## config.mk

```make
export PLATFORM = sky130hd
export DESIGN_NAME = nn_axis_result_tx
export DESIGN_NICKNAME = d
export VERILOG_FILES = /design/src/rtl/nn_axis_result_tx.sv
export SDC_FILE = /design/constraint.sdc
export NUM_CORES = 1
export LEC_CHECK = 0
export CAP_MARGIN = 20
export CORE_UTILIZATION = 56
export DETAILED_ROUTE_END_ITERATION = 16
export MAX_ROUTING_LAYER = met4
export PLACE_DENSITY_LB_ADDON = 0.08
export SYNTH_ARGS = -nofsm -noshare
export SYNTH_HDL_FRONTEND = slang
export SYNTH_SLANG_ARGS = --single-unit
```

## constraint.sdc

```tcl
create_clock -name s_axi_aclk -period 16.1 [get_ports s_axi_aclk]
set_input_delay 2.415 -clock s_axi_aclk [delete_from_list [all_inputs] [get_ports s_axi_aclk]]
set_output_delay 2.415 -clock s_axi_aclk [all_outputs]
set_load 0.05 [all_outputs]
```

## src/rtl/nn_axis_result_tx.sv

```systemverilog
// ---------------------------------------------------------------------------
// nn_axis_result_tx
//   AXI-Stream master for final-layer inference results. It captures one
//   NUM_OUT x DATA_WIDTH vector on a din_vld pulse into a two-slot buffer.
//   It then sends each vector as a frame of NUM_OUT sign-extended beats,
//   with full tready backpressure.
//
// Ports
//   s_axi_aclk      clock
//   s_axi_aresetn   async active-low reset
//   soft_reset      sync clear, same effect as reset
//   din / din_vld   parallel output vector (neuron 0 in LSBs), 1-cycle pulse
//   m_axis_*        AXI-Stream master (tdata, tvalid, tready, tlast)
//   busy            buffer non-empty or beat pending
//   overflow        sticky: a vector was dropped because the buffer was full
//   frame_count     frames fully sent (wraps)
// ---------------------------------------------------------------------------
module nn_axis_result_tx #(
    parameter int NUM_OUT     = 10,
    parameter int DATA_WIDTH  = 16,
    parameter int TDATA_WIDTH = 32
) (
    input  logic                          s_axi_aclk,
    input  logic                          s_axi_aresetn,
    input  logic                          soft_reset,
    input  logic [NUM_OUT*DATA_WIDTH-1:0] din,
    input  logic                          din_vld,
    output logic [TDATA_WIDTH-1:0]        m_axis_tdata,
    output logic                          m_axis_tvalid,
    input  logic                          m_axis_tready,
    output logic                          m_axis_tlast,
    output logic                          busy,
    output logic                          overflow,
    output logic [31:0]                   frame_count
);

    localparam int             BW        = $clog2(NUM_OUT);
    localparam logic [BW-1:0]  LAST_BEAT = BW'(NUM_OUT - 1);

    typedef logic [NUM_OUT-1:0][DATA_WIDTH-1:0] vec_t;
    typedef enum logic {IDLE = 1'b0, SEND = 1'b1} state_t;

    state_t                 state, state_nxt;
    vec_t                   slot [2];
    vec_t                   din_v;
    logic                   wr_ptr, rd_ptr, rd_ptr_nxt;
    logic [1:0]             occ, occ_nxt;
    logic [BW-1:0]          beat_idx, beat_nxt;
    logic [TDATA_WIDTH-1:0] tdata_q, tdata_d;
    logic                   tlast_q, tlast_d;
    logic                   busy_q, busy_d;
    logic                   ovf_q;
    logic [31:0]            fcnt_q;

    logic                   xfer, last_xfer, accept, drop;
    vec_t                   src_vec;
    logic [DATA_WIDTH-1:0]  beat_val;
    logic [TDATA_WIDTH-1:0] beat_ext;

    assign din_v = din;

    // ---------------- handshake / buffer bookkeeping ----------------
    assign xfer      = (state == SEND) & m_axis_tready;
    assign last_xfer = xfer & (beat_idx == LAST_BEAT);
    // When the buffer is full, the final-beat handshake frees the slot being
    // read. That slot is the one wr_ptr points at, so the write can land this cycle.
    assign accept    = din_vld & ((occ != 2'd2) | last_xfer);
    assign drop      = din_vld & ~accept;

    always_comb begin
        occ_nxt = occ;
        case ({accept, last_xfer})
            2'b10:   occ_nxt = occ + 2'd1;
            2'b01:   occ_nxt = occ - 2'd1;
            default: occ_nxt = occ;
        endcase
    end

    assign rd_ptr_nxt = rd_ptr ^ last_xfer;

    always_comb begin
        beat_nxt = beat_idx;
        if (last_xfer)
            beat_nxt = '0;
        else if (xfer)
            beat_nxt = beat_idx + 1'b1;
    end

    // The slot to be presented next may be the one being written this cycle.
    // This happens with an empty buffer, or when a frame ends just as the
    // next vector arrives. Bypass din so beat 0 appears one cycle after din_vld.
    assign src_vec  = (accept && (wr_ptr == rd_ptr_nxt)) ? din_v : slot[rd_ptr_nxt];
    assign beat_val = src_vec[beat_nxt];

    generate
        if (TDATA_WIDTH > DATA_WIDTH) begin : g_sext
            assign beat_ext = {{(TDATA_WIDTH-DATA_WIDTH){beat_val[DATA_WIDTH-1]}}, beat_val};
        end else begin : g_pass
            assign beat_ext = beat_val;
        end
    endgenerate

    // ---------------- FSM: state register ----------------
    always_ff @(posedge s_axi_aclk or negedge s_axi_aresetn) begin
        if (!s_axi_aresetn)
            state <= IDLE;
        else if (soft_reset)
            state <= IDLE;
        else
            state <= state_nxt;
    end

    // ---------------- FSM: next state ----------------
    always_comb begin
        state_nxt = state;
        case (state)
            IDLE: if (occ_nxt != 2'd0) state_nxt = SEND;
            SEND: if (last_xfer && (occ_nxt == 2'd0)) state_nxt = IDLE;
            default: state_nxt = IDLE;
        endcase
    end

    // ---------------- FSM: outputs (next-cycle values, registered below) ----------------
    // Stall cycles recompute the same slot/beat, so tdata/tlast hold stable.
    always_comb begin
        tdata_d = '0;
        tlast_d = 1'b0;
        if (state_nxt == SEND) begin
            tdata_d = beat_ext;
            tlast_d = (beat_nxt == LAST_BEAT);
        end
        busy_d = (occ_nxt != 2'd0) | (state_nxt == SEND);
    end

    // ---------------- datapath registers ----------------
    always_ff @(posedge s_axi_aclk or negedge s_axi_aresetn) begin
        if (!s_axi_aresetn) begin
            wr_ptr   <= 1'b0;
            rd_ptr   <= 1'b0;
            occ      <= 2'd0;
            beat_idx <= '0;
            tdata_q  <= '0;
            tlast_q  <= 1'b0;
            busy_q   <= 1'b0;
            ovf_q    <= 1'b0;
            fcnt_q   <= '0;
        end else if (soft_reset) begin
            wr_ptr   <= 1'b0;
            rd_ptr   <= 1'b0;
            occ      <= 2'd0;
            beat_idx <= '0;
            tdata_q  <= '0;
            tlast_q  <= 1'b0;
            busy_q   <= 1'b0;
            ovf_q    <= 1'b0;
            fcnt_q   <= '0;
        end else begin
            wr_ptr   <= wr_ptr ^ accept;
            rd_ptr   <= rd_ptr_nxt;
            occ      <= occ_nxt;
            beat_idx <= beat_nxt;
            tdata_q  <= tdata_d;
            tlast_q  <= tlast_d;
            busy_q   <= busy_d;
            ovf_q    <= ovf_q | drop;
            fcnt_q   <= fcnt_q + 32'(last_xfer);
        end
    end

    // Slot contents need no reset; occupancy gates every read.
    always_ff @(posedge s_axi_aclk) begin
        if (accept && !soft_reset)
            slot[wr_ptr] <= din_v;
    end

    assign m_axis_tvalid = (state == SEND);
    assign m_axis_tdata  = tdata_q;
    assign m_axis_tlast  = tlast_q;
    assign busy          = busy_q;
    assign overflow      = ovf_q;
    assign frame_count   = fcnt_q;

endmodule

```

==> results.sh, run 1 <==
export IMPL_grt_overflow_total=0
export IMPL_critPathKind="input port to register"
export IMPL_placed_cells=1947
export IMPL_antenna_found_initial=0
export IMPL_slew_headroom=0.200
export IMPL_clock_latency_ns=0.55
export IMPL_cts_setup_buffers=0
export IMPL_regArea_um2=11100
export IMPL_endpoint_kind="register"
export IMPL_htreeDepth=2
export IMPL_period_share=0.403
export IMPL_startpoint_type="input port"
export IMPL_fin_skew_ns=0.0240
export IMPL_vdd_ir_drop_max_v=0.0000811
export IMPL_yosys_area_top_type="edfxtp_1"
export IMPL_max_freq_mhz=154
export IMPL_wl_um=50100
export IMPL_synthArstFlopShare=0.158
export IMPL_tightest_slew_ns=1.20
export IMPL_ys_ff_latch=380
export IMPL_min_path_type="register to register"
export IMPL_fillers=2267
export IMPL_required_ns=16.25
export IMPL_syn_area_per_cell_um2=12.7
export IMPL_wl_per_cell_um=24.8
export IMPL_drv_cap=0
export IMPL_clk_pin_slew_ns=0.06
export IMPL_numCtsBuffers=41
export IMPL_syn_cell_area_um2=17800
export IMPL_rows=65
export IMPL_dpl_hpwl_um=31900
export IMPL_nNetsFinal=1757
export IMPL_grt_pass1_vias=12772
export IMPL_netlist_area_leader_share=0.538
export IMPL_grt_pass1_wl_um=75800
export IMPL_syn_nets=1578
export IMPL_synth_top_cells_by_area="edfxtp_1 54%, dfrtp_1 8.4%, mux2i_1 6.2%"
export IMPL_status="finished, final reports clean"
export IMPL_die_h_um=181
export IMPL_die_x_um=181
export IMPL_clockBufferDepth=3
export IMPL_cts_tree="built"
export IMPL_ios=233
export IMPL_setup_viol=0
export IMPL_finalHoldViolCount=0
export IMPL_initialDrtViolationCount=1631
export IMPL_finalSetupTns_ns=0
export IMPL_fin_crit_ns=6.49
export IMPL_ctsRootBufferMaster="clkbuf_16"
export IMPL_finalPower_mw=2.38
export IMPL_crit_arrival_ns=6.65
export IMPL_yosysSeqAreaShare=0.622
export IMPL_critPathMaxFanout=76
export IMPL_leakagePower_nw=7.47
export IMPL_ctsResizeCount=0
export IMPL_initial_core_util=0.567
export IMPL_synth_distinct_cells=63
export IMPL_post_route_util=0.691
export IMPL_grt_max_degree=161
export IMPL_drcViolationCount=0
export IMPL_core_um2=31500
export IMPL_final_area_um2=21700
export IMPL_yosys_warnings=0
export IMPL_dr_pass1_iters=5
export IMPL_grt_usage=0.314
export IMPL_yosysMostFrequentCell="edfxtp_1"
export IMPL_cts_sinks=380
export IMPL_via_count=13312
export IMPL_synth_ff_type="edfxtp_1"
export IMPL_insertedDiodeCount=0
export IMPL_post_route_cells_drive_above_1_share=0.0907
export IMPL_port_buffers=232
export IMPL_place_area_um2=20400
export IMPL_setup_slack_ns=9.61
export IMPL_ant_nets=0
export IMPL_maxSlewViolCount=0
export IMPL_syn_inst=1410
export IMPL_synthTopCellsByCount="320 x edfxtp_1, 110 x mux2i_1, 103 x a21oi_1, 94 x nand2_1, 79 x clkbuf_1"
export IMPL_cts_hold_buffers_added=0
export IMPL_rsz0062_at_grt="no"
export IMPL_synth_edff_count=320
export IMPL_gp_congestion=0.910
export IMPL_post_place_ws_ns=9.07
export IMPL_hold_slack_ns=0.520
export IMPL_multiInputGateArea_um2=6200
export IMPL_power_density_nw_per_um2=110
export IMPL_stdcell_count=2023
export IMPL_post_drt_via_cell_ratio=6.58
export IMPL_dieArea_um2=32600
export IMPL_syn_to_final_growth_pct=21.8
==> kinds of logic after synthesis <==
kind of cell	Yosys count	synth area share
DFF	380	0.622
and+or+nand+nor	333	0.0941
adders and majority gates	3	0.00210
xor gates and xnor gates	32	0.0157
muxes	129	0.0737
buffers and inverters	130	0.0332
AOI/OAI and AO/OA	403	0.159
==> worst max-delay path, stage by stage <==
cell and delay, ns:
clkdlybuf4s50_1 0.64, nand2_1 0.38, nor2_2 0.24, o21ai_0 0.24, nor3_2 0.72, buf_4 0.97
buf_4 0.95
==> per-layer routing <==
metal,global-route usage,part of all wire
met5,-,0
met4,0.118,0.034
met3,0.0463,0.088
met2,0.491,0.48
met1,0.420,0.40
==> where the power goes <==
group / leakage [nW] / internal [mW] / switching, mW
registers: 3.75 / 1.12 / 0.0189
logic: 3.05 / 0.113 / 0.192
clock network: 0.661 / 0.555 / 0.387
==> placed cells by master, fill, tap and decap left out, types with 5 or more instances in the layout <==
master	Yosys	layout
a211oi_1	20	20
a21boi_0	15	15
a21o_1	29	29
a21oi_1	103	102
a311oi_1	15	15
a31o_1	9	9
a31oi_1	5	5
and3_1	47	47
buf_4	16	27
clkbuf_1	79	7
clkbuf_16	0	41
clkdlybuf4s50_1	0	230
clkinv_1	0	6
clkinv_2	0	7
dfrtp_1	60	59
edfxtp_1	320	320
mux2_2	19	19
mux2i_1	110	110
nand2_1	94	93
nand3_1	40	40
nand4_1	9	9
nor2_1	76	75
nor2b_1	7	7
nor3_1	20	19
nor4_1	5	5
nor4_2	10	10
o211ai_1	13	13
o21ai_0	40	38
o221ai_1	59	59
o22ai_1	31	31
o311a_1	13	13
o31ai_1	17	17
xnor2_1	7	7
xor2_1	25	25
==> flip-flops by register name, summed over array words and instances (netlist names) <==
register / flops
frame_count: 32
m_axis_tdata: 16
rd_ptr: 1
overflow: 1
m_axis_tlast: 1
m_axis_tvalid: 1
busy: 1
beat_idx: 4
slot: 320
wr_ptr: 1
occ: 2
==> area by class of cell <==
type	count	share of cell area
Inverter	4	0.000691
Clock inverter	23	0.0115
Sequential cell	380	0.511
Timing Repair Buffer	262	0.118
Tap cell	402	0.0231
Multi-Input combinational cell	900	0.285
Clock buffer	52	0.0509
==> path summary, 6_finish.rpt <==
check                              startpoint           end  slack, ns  cells after the start
worst max-delay path            m_axis_tready   slot[0][48]       9.61                      7
worst min register to register       overflow      overflow       0.52                      2
min in group asynchronous       s_axi_aresetn  m_axis_tlast       2.05                      2
worst min-delay path                 overflow      overflow       0.52                      2
max in group asynchronous       s_axi_aresetn        rd_ptr      13.39                      2
worst max register to register    beat_idx[0]   slot[0][48]      11.21                      7
(Power assumes the default switching activity.)
==> inputs of run 2 (changes only) <==
==> constraint.sdc (replaced) <==
create_clock -name s_axi_aclk -period 6.2 [get_ports s_axi_aclk]
set_input_delay 0.93 -clock s_axi_aclk [delete_from_list [all_inputs] [get_ports s_axi_aclk]]
set_output_delay 0.93 -clock s_axi_aclk [all_outputs]
set_load 0.05 [all_outputs]
==> run 2 against run 1 <==
- final area about the same
- total power rose to 2.6 times the previous value
- via count up 0.41%
- register-to-register slack worse by 9.1 ns
- non-clock buffer count up 2
- clock skew up 0.0014 ns
- sequential share of layout area about the same
- routed wire length up 3.0%
- critical endpoint is now m_axis_tdata[9]
- largest cell class unchanged
- highest routed layer unchanged
==> results.sh, run 2 (synthesis gave the netlist of run 1 again) <==
export IMPL_clockBufferDepth=3
export IMPL_syn_to_final_growth_pct=21.8
export IMPL_power_density_nw_per_um2=284
export IMPL_regMostFlops="slot"
export IMPL_fillers=2273
export IMPL_nNetsFinal=1758
export IMPL_finalSetupTns_ns=0
export IMPL_tightest_slew_ns=1.15
export IMPL_grtUsageMet1=0.437
export IMPL_wl_per_cell_um=25.5
export IMPL_grt_use_met3=0.0463
export IMPL_dieArea_um2=32600
export IMPL_leakagePower_nw=7.47
export IMPL_grt_usage=0.323
export IMPL_port_buffers=232
export IMPL_path_buf_inv=2
export IMPL_via_count=13367
export IMPL_vdd_ir_drop_max_v=0.000260
export IMPL_maxSlewViolCount=0
export IMPL_die_x_um=181
export IMPL_grt_max_degree=161
export IMPL_cts_hold_buffers_added=0
export IMPL_drcViolationCount=0
export IMPL_initial_core_util=0.567
export IMPL_min_path_type="register to register"
export IMPL_fin_skew_ns=0.0253
export IMPL_post_route_cells_drive_above_1_share=0.0925
export IMPL_clk_pin_slew_ns=0.07
export IMPL_status="finished, final reports clean"
export IMPL_regArea_um2=11100
export IMPL_insertedDiodeCount=0
export IMPL_path_cells="clkdlybuf4s50_1 > nand3b_1 > o21ai_4 > buf_4 > nand2_1 > a311oi_1 > o311a_1 > a31o_1"
export IMPL_ant_nets=0
export IMPL_antenna_found_initial=0
export IMPL_critPathKind="input port to register"
export IMPL_htreeDepth=2
export IMPL_max_freq_mhz=221
export IMPL_cp_top_family="compound AO/OA/AOI/OAI gates"
export IMPL_grt_pass1_wl_um=77100
export IMPL_final_cell_mix="320 x edfxtp_1, 230 x clkdlybuf4s50_1, 110 x mux2i_1"
export IMPL_cts_tree="built"
export IMPL_period_share=0.729
export IMPL_cts_sinks=380
export IMPL_setup_viol=0
export IMPL_dpl_hpwl_um=33300
export IMPL_hold_slack_ns=0.496
export IMPL_cpPeakStageDelay_ns=1.10
export IMPL_largest_reg_flops=320
export IMPL_grt_overflow_total=0
export IMPL_cts_setup_buffers=0
export IMPL_post_drt_via_cell_ratio=6.60
export IMPL_drv_cap=0
export IMPL_rsz0062_at_grt="no"
export IMPL_startpoint_type="input port"
export IMPL_final_common_cell="edfxtp_1"
export IMPL_grt_pass1_vias=12671
export IMPL_grt_busiest_layer="met2"
export IMPL_dr_pass1_iters=5
export IMPL_numCtsBuffers=40
export IMPL_required_ns=6.68
export IMPL_final_area_um2=21700
export IMPL_die_h_um=181
export IMPL_initialDrtViolationCount=1472
export IMPL_finalHoldViolCount=0
export IMPL_crit_arrival_ns=5.00
export IMPL_gp_congestion=0.928
export IMPL_place_area_um2=20400
export IMPL_clock_latency_ns=0.54
export IMPL_core_um2=31500
export IMPL_cpMaxStageDelayCell="o21ai_4"
export IMPL_fin_crit_ns=4.52
export IMPL_critPathMaxFanout=35
export IMPL_multiInputGateArea_um2=6210
export IMPL_ctsRootBufferMaster="clkbuf_16"
export IMPL_slew_headroom=0.236
export IMPL_endpoint_kind="register"
export IMPL_wl_um=51600
export IMPL_use_met2=0.496
export IMPL_ios=233
export IMPL_ctsResizeCount=0
export IMPL_rows=65
[run 2: worst paths after layout]
path | start | endpoint | slack [ns] | cells after the start
worst max-delay path | m_axis_tready | m_axis_tdata[9] | 1.68 | 8
worst min-delay path | overflow | overflow | 0.50 | 2
worst max register to register | beat_idx[0] | m_axis_tdata[2] | 2.13 | 8
worst min register to register | overflow | overflow | 0.50 | 2
max in group asynchronous | s_axi_aresetn | rd_ptr | 4.94 | 2
min in group asynchronous | s_axi_aresetn | m_axis_tlast | 0.57 | 2
[run 2: through the flow]
stage | power, mW | worst slack (ns) | utilization | std cells
after floorplan | 3.45 | 0.00241 | - | 1410
after global placement | 3.78 | 1.27 | 0.648 | 1948
after detailed placement | 3.80 | 1.24 | 0.648 | 1949
after CTS | 6.19 | 1.79 | 0.690 | 2023
after global routing | 6.35 | 1.55 | 0.691 | 2024
final | 6.18 | 1.68 | 0.691 | 2024
[run 2: tightest hold or removal path: cells and delay by family (launching register included)]
family	cells	cell delay, ns
simple gates	1	0.07
flops	1	0.34
compound gates	1	0.04
[run 2: per-layer routing]
layer  up-vias  part of all wire
met5         -                 0
met4         0             0.039
met3       110             0.079
met2       749              0.47
met1      6609              0.41
li1       5899                 -
[run 2: layout make-up]
class                           count  area share
Multi-Input combinational cell    900       0.286
Tap cell                          402      0.0231
Clock buffer                       52      0.0505
Clock inverter                     22      0.0106
Inverter                            4    0.000691
Sequential cell                   380       0.511
Timing Repair Buffer              264       0.118
[run 2: power by group]
group          total [mW]  internal [mW]  switching (mW)
Sequential           2.95           2.90          0.0505
Combinational       0.802          0.295           0.507
Clock                2.43           1.43            1.00
Total                6.18           4.62            1.56
